--- config.mk ---
export PLATFORM = sky130hd
export DESIGN_NAME = host_wire_insn_bridge
export DESIGN_NICKNAME = d
export VERILOG_FILES = /design/src/rtl/host_wire_insn_bridge.sv
export SDC_FILE = /design/constraint.sdc
export NUM_CORES = 1
export LEC_CHECK = 0
export CAP_MARGIN = 5
export CORE_MARGIN = 2
export CORE_UTILIZATION = 60
export DETAILED_ROUTE_END_ITERATION = 7
export DONT_BUFFER_PORTS = 1
export PLACE_DENSITY = 0.75
export SKIP_LAST_GASP = 1
export SLEW_MARGIN = 10
export SYNTH_ARGS = -nofsm -noshare
export SYNTH_HDL_FRONTEND = slang
export SYNTH_SLANG_ARGS = --single-unit
--- constraint.sdc ---
create_clock -name clock -period 2.9 [get_ports clock]
set_clock_uncertainty 0.1 [all_clocks]
set_input_delay 0.58 -clock clock [delete_from_list [all_inputs] [get_ports clock]]
set_output_delay 0.58 -clock clock [all_outputs]
set_load 0.01 [all_outputs]
--- src/rtl/host_wire_insn_bridge.sv ---
// Host wire-in to valid/ready instruction bridge with a small FWFT FIFO.
// Define HOST_WIRE_INSN_BRIDGE_CNT_EN to add the xfer_count output.
module host_wire_insn_bridge #(
  parameter int DATA_W = 16,
  parameter int DEPTH  = 4,
  parameter int LVL_W  = $clog2(DEPTH + 1)
) (
  input  logic              clock,
  input  logic              reset,
  input  logic              wire_seq,
  input  logic              wire_flush,
  input  logic [DATA_W-1:0] wire_bits_0,
  input  logic [DATA_W-1:0] wire_bits_1,
  output logic              wire_ack,
  output logic [LVL_W-1:0]  wire_level,
  output logic              out_valid,
  input  logic              out_ready,
`ifdef HOST_WIRE_INSN_BRIDGE_CNT_EN
  output logic [31:0]       xfer_count,
`endif
  output logic [DATA_W-1:0] out_bits_0,
  output logic [DATA_W-1:0] out_bits_1
);

  localparam int PTR_W = $clog2(DEPTH);

  typedef enum logic {
    IDLE,
    PEND
  } state_t;

  state_t              state;
  logic                seq_q;
  logic                hold_seq;
  logic [2*DATA_W-1:0] hold;
  logic [2*DATA_W-1:0] mem [DEPTH];
  logic [PTR_W-1:0]    rptr;
  logic [PTR_W-1:0]    wptr;
  logic [LVL_W-1:0]    count;

  logic                full;
  logic                new_txn;
  logic                push;
  logic                pop;
  logic [2*DATA_W-1:0] push_data;
  logic [2*DATA_W-1:0] head;

  // Full test uses only the registered count; a same-cycle pop frees nothing.
  always_comb begin
    full      = (count == LVL_W'(DEPTH));
    new_txn   = (wire_seq != seq_q);
    pop       = (count != '0) && out_ready;
    push      = 1'b0;
    push_data = hold;
    unique case (state)
      IDLE: begin
        if (new_txn && !full) begin
          push      = 1'b1;
          push_data = {wire_bits_1, wire_bits_0};
        end
      end
      PEND: begin
        if (!full) push = 1'b1;
      end
      default: push = 1'b0;
    endcase
  end

  always_ff @(posedge clock) begin
    if (reset) begin
      state    <= IDLE;
      seq_q    <= 1'b0;
      wire_ack <= 1'b0;
      hold     <= '0;
      hold_seq <= 1'b0;
      rptr     <= '0;
      wptr     <= '0;
      count    <= '0;
    end else if (wire_flush) begin
      state    <= IDLE;
      seq_q    <= wire_seq;
      wire_ack <= wire_seq;
      rptr     <= '0;
      wptr     <= '0;
      count    <= '0;
    end else begin
      if (push) wptr <= wptr + 1'b1;
      if (pop)  rptr <= rptr + 1'b1;
      count <= count + LVL_W'(push) - LVL_W'(pop);
      unique case (state)
        IDLE: begin
          if (new_txn && !full) begin
            seq_q    <= wire_seq;
            wire_ack <= wire_seq;
          end else if (new_txn) begin
            hold     <= {wire_bits_1, wire_bits_0};
            hold_seq <= wire_seq;
            state    <= PEND;
          end
        end
        PEND: begin
          if (!full) begin
            seq_q    <= hold_seq;
            wire_ack <= hold_seq;
            state    <= IDLE;
          end
        end
        default: state <= IDLE;
      endcase
    end
  end

  always_ff @(posedge clock) begin
    if (!reset && !wire_flush && push) mem[wptr] <= push_data;
  end

`ifdef HOST_WIRE_INSN_BRIDGE_CNT_EN
  always_ff @(posedge clock) begin
    if (reset || wire_flush) xfer_count <= '0;
    else if (push)           xfer_count <= xfer_count + 32'd1;
  end
`endif

  assign head       = mem[rptr];
  assign wire_level = count;
  assign out_valid  = (count != '0);
  assign out_bits_0 = out_valid ? head[DATA_W-1:0] : '0;
  assign out_bits_1 = out_valid ? head[2*DATA_W-1:DATA_W] : '0;

endmodule

; Word-level counts from Yosys, hierarchy flattened
; Memory sizes are Yosys's and may differ from the RTL's. A register that Yosys moved wholly into a read port is not among the register bits.
; Cells that the tools add are included.
[op_classes]
bitwise_logic = 3
muxes = 19
eq_ne = 4
n_reduce_logical = 11
add_sub_neg = 4
[ops]
columns = operator, count
row1 = $mux W32, 2
row2 = $mux W16, 2
row3 = $mux W1, 10
row4 = $ne A3 B3 Y1 const B, 2
row5 = $pmux W1 S2, 3
row6 = $add A2 B1 Y2 const B, 2
row7 = $logic_and A1 B1 Y1, 4
row8 = $mux W2, 2
row9 = $reduce_and A4 Y1, 1
row10 = $add A3 B1 Y3, 1
row11 = $eq A3 B3 Y1 const B, 1
row12 = $logic_not A1 Y1, 3
row13 = $not A1 Y1, 3
row14 = $reduce_bool A3 Y1, 1
row15 = $sub A3 B1 Y3, 1
row16 = $reduce_and A2 Y1, 1
row17 = $reduce_or A2 Y1, 1
row18 = $ne A1 B1 Y1, 1
[totals]
mem_bits_rw = 128
ff_bits = 42
n_memories = 1
wordCells = 49
in_bits = 37
out_inout_bits = 37
[mem_list]
columns = name, depth, width, rd, rd_clocked_by_memory_dff, write_ports, line_no
row1 = mem, 4, 32, 1, 1, 1, 36  ; logic [2*DATA_W-1:0] mem [DEPTH];

; Depth between registers and ports, before layout
[logic_depth]
word_depth = 8
mapped_depth = 11
depth_no_buf = 11

; Worst setup path after synthesis
; OpenSTA, ideal clock, no wires.
[synth_timing]
path_kind = input to register
from = input port wire_seq
to = register count[2], in the netlist wire_level[2]
n_path_buf = 0
setup_ps = 121
arrival_time_ps = 2305
path_stages = 11
slack_ps = 375
t_required_ps = 2679
cell_sequence = xor2_1 > nor2_1 > nor2_1 > inv_1 > ha_1 > inv_1 > ha_1 > fa_1 > xnor2_1 > xnor2_1 > nor2_1
[synth_between]
elab_chain_len = 6
[synth_lines]
columns = item, line_no
row1 = from (decl), 10  ; input logic wire_seq,
row2 = $ne A1 B1 Y1, 51  ; new_txn = (wire_seq != seq_q);
row3 = $logic_and A1 B1 Y1, 57  ; if (new_txn && !full) begin
row4 = $mux W1, 57
row5 = $pmux W1 S2, 55  ; unique case (state)
row6 = $add A3 B1 Y3, 89  ; count <= count + LVL_W'(push) - LVL_W'(pop);
row7 = $sub A3 B1 Y3, 89
row8 = to (signal assigned), 89
row9 = to (decl), 39  ; logic [LVL_W-1:0] count;
; No other way between the ends.
; A chain may end at the register's enable or synchronous reset.

==> results.ini <==
[run_status]
status = complete, but fails checks
violations = design-rule violations

[logic_synthesis]
syn_area_per_cell_um2 = 16.0
yosys_warnings = 0
synthTopCellsByArea = edfxtp_1 (54%), dfxtp_1 (12%), mux4_2 (10%)
yosysTopAreaCellShare = 0.540
yosysMostFrequentCell = edfxtp_1
async_reset_ff_frac = 0
syn_inst = 446
yosysSeqAreaShare = 0.664
syn_area_um2 = 7120
synth_top_cell_by_area = edfxtp_1
syn_nets = 490
synth.distinct_cells = 37
synth_top_flop_cell = edfxtp_1
synthTopCellsByCount = edfxtp_1 (128), nand2_1 (57), dfxtp_1 (44)
synth-seq-cells = 172
synth-edff-count = 128

[clocking]
cts.sinks = 172
clkLatencyLatePin_ns = 0.43
tritoncts = done
clockRootBuffer = clkbuf_16
cts_max_level = 4
numCtsBuffers = 17
clkTransAtPathRegs_ns = 0.06
cts_setup_buffers = 0
cts_buffer_depth = 2

[setup_path]
timing_worst_setup_path_type = flip-flop to output port
slowest_delay_ns = 0.59
crit_chain = buf_4 -> mux4_2 -> and2_1
cp-end-kind = output port
crit_slowest_cell = mux4_2
cp-start-kind = flip-flop
arrival_ns = 1.93
cp_top_family = multiplexers
crit_required_ns = 2.22
cp_max_fo = 20
path_buf_inv = 1

[drt]
drc = 1
drt-initial-drc-count = 284
dr_total_vias = 3602
wl_per_cell_um = 20.9
drtPass1Iterations = 6
routed_wl_um = 12800
vias_per_cell = 5.90
ant_nets = 0

[placement]
portBuffers = 0
gp_congestion = 0.711
hpwl_um = 7940
placed_area_um2 = 7280

[cells_and_area]
area_growth_syn_to_layout_pct = 10.2
nets = 499
stdcell_area_um2 = 7850
drive_gt1_frac = 0.332
n_antenna_cell = 0
n_fill_cell = 801

[timing]
max_freq_mhz = 384
finalHoldViolCount = 0
timing.final.max_slew_violations = 0
period_share = 0.899
tns_ns = 0
relSlewSlack = 0.635
setup_violations = 0
grt_setup_unrepaired = no
final.min_clock_period_ns = 2.61
worst_pin_slew_ns = 0.548

[die]
fp.dieArea_um2 = 12800
row_count = 39
die_x_um = 113
start_util = 0.618
num_io_pins = 74
fp.dieH_um = 113
core_um2 = 11500

[run]
drv_cap = 0

[pwr]
power_density_nw_per_um2 = 696
ir_drop_uv = 520
p_leak_uw = 0.00255

[global_route]
grt_usage = 0.223
grt_max_degree = 37
grt_pass1_wl_um = 20900
grt_pass1_vias = 3986
grt_overflow = 0
antenna_found_initial = 0

[worst_hold_path]
hold_path_class = input pin to flip-flop

-- cells by family (layout without fill, tap and decap cells) --
group	after synthesis	in the layout	share of synthesized area
xor+xnor	7	7	0.00966
fa+ha+maj	7	7	0.0134
buf+inv	32	53	0.0274
mux	65	65	0.153
flops	172	172	0.664
simple gates	127	127	0.0908
compound gates	36	36	0.0420
-- worst paths after layout --
path | from | endpoint | slack, ns | cells past startpoint
worst max-delay path | flip-flop | out_bits_1[0] | 0.29 | 3
worst min-delay path | reset | hold[30]$_SDFFE_PP0P_ | 0.10 | 1
worst min register to register | hold[31]$_SDFFE_PP0P_ | hold[31]$_SDFFE_PP0P_ | 0.36 | 2
worst max register to register | seq_q$_SDFFE_PP0P_ | wire_level[2]$_SDFF_PP0_ | 0.34 | 11
-- placed cells by master (no fill, tap or decap), types with 2 or more instances in the layout --
master / instances
clkbuf_1: 4
inv_1: 6
nand2_2: 10
edfxtp_1: 128
buf_12: 2
mux2_2: 28
and3_2: 5
clkbuf_16: 17
bufinv_16: 2
a21oi_1: 3
xnor2_1: 4
mux2_1: 4
dfxtp_1: 42
clkinvlp_4: 2
clkbuf_8: 2
dfxtp_2: 2
nor2_1: 9
nand3_1: 3
a21oi_2: 30
ha_1: 6
and2_1: 35
clkinv_2: 3
xor2_1: 2
mux4_2: 32
buf_4: 14
nand2_1: 57
-- report_power, final --
group          switching [uW]  total (uW)  leakage (uW)  internal (uW)
sequential               26.1        2770       0.00153           2750
clock                     863        2160      0.000270           1300
combinational             308         524      0.000749            216
total                    1200        5460       0.00255           4260
-- final cells by class --
cell class / count / area (um^2) / area share
sequential: 172 / 4730 / 0.603
multi-input combinational: 242 / 2210 / 0.282
clock buffer: 23 / 468 / 0.0596
tap: 143 / 179 / 0.0228
timing repair buffer: 16 / 145 / 0.0185
clock inverter: 8 / 93.8 / 0.0120
inverter: 6 / 22.5 / 0.00287
-- worst register-to-register path: stages (launching register included) --
cell and delay (ns):
dfxtp_1 0.45, xor2_1 0.24, nor2_1 0.10, nor2_2 0.15
inv_1 0.11, ha_1 0.29, inv_1 0.04, ha_1 0.19
fa_1 0.39, xnor2_1 0.21, xnor2_1 0.14, nor2_1 0.05
-- state kept, by name, indices dropped and copies added, names as in the netlist, named ones only --
signal      cells
rptr            2
mem           128
wire_level      3
state           1
hold           32
seq_q           1
hold_seq        1
wptr            2
-- per-stage QoR --
step           std cells  utilization  worst slack [ns]  hold slack, ns  total power [uW]
2_1_floorplan        446            -             0.375           0.334              3260
3_3_place_gp         579        0.632             0.283           0.333              3330
3_5_place_dp         579        0.632             0.142           0.350              3360
4_1_cts              610        0.681             0.241          0.0956              5500
5_1_grt              610        0.681            0.0642          0.0895              5650
6_report             610        0.681             0.293           0.102              5460
-- metal layers --
layer / GRT usage / share of wire / up-vias
met3: 0.0793 / 0.078 / 9
met2: 0.362 / 0.50 / 111
met5: 0 / 0 / -
met4: 0.0724 / 0.014 / 0
met1: 0.284 / 0.41 / 1827
li1: - / - / 1655
-- what timing repair did --
item / CTS / global route
hold buffers: 0 / 0
endpoints found under the setup margin: 0 / 1
gates resized for setup: 0 / 1
No activity file was read; power rests on OpenSTA's default activity.
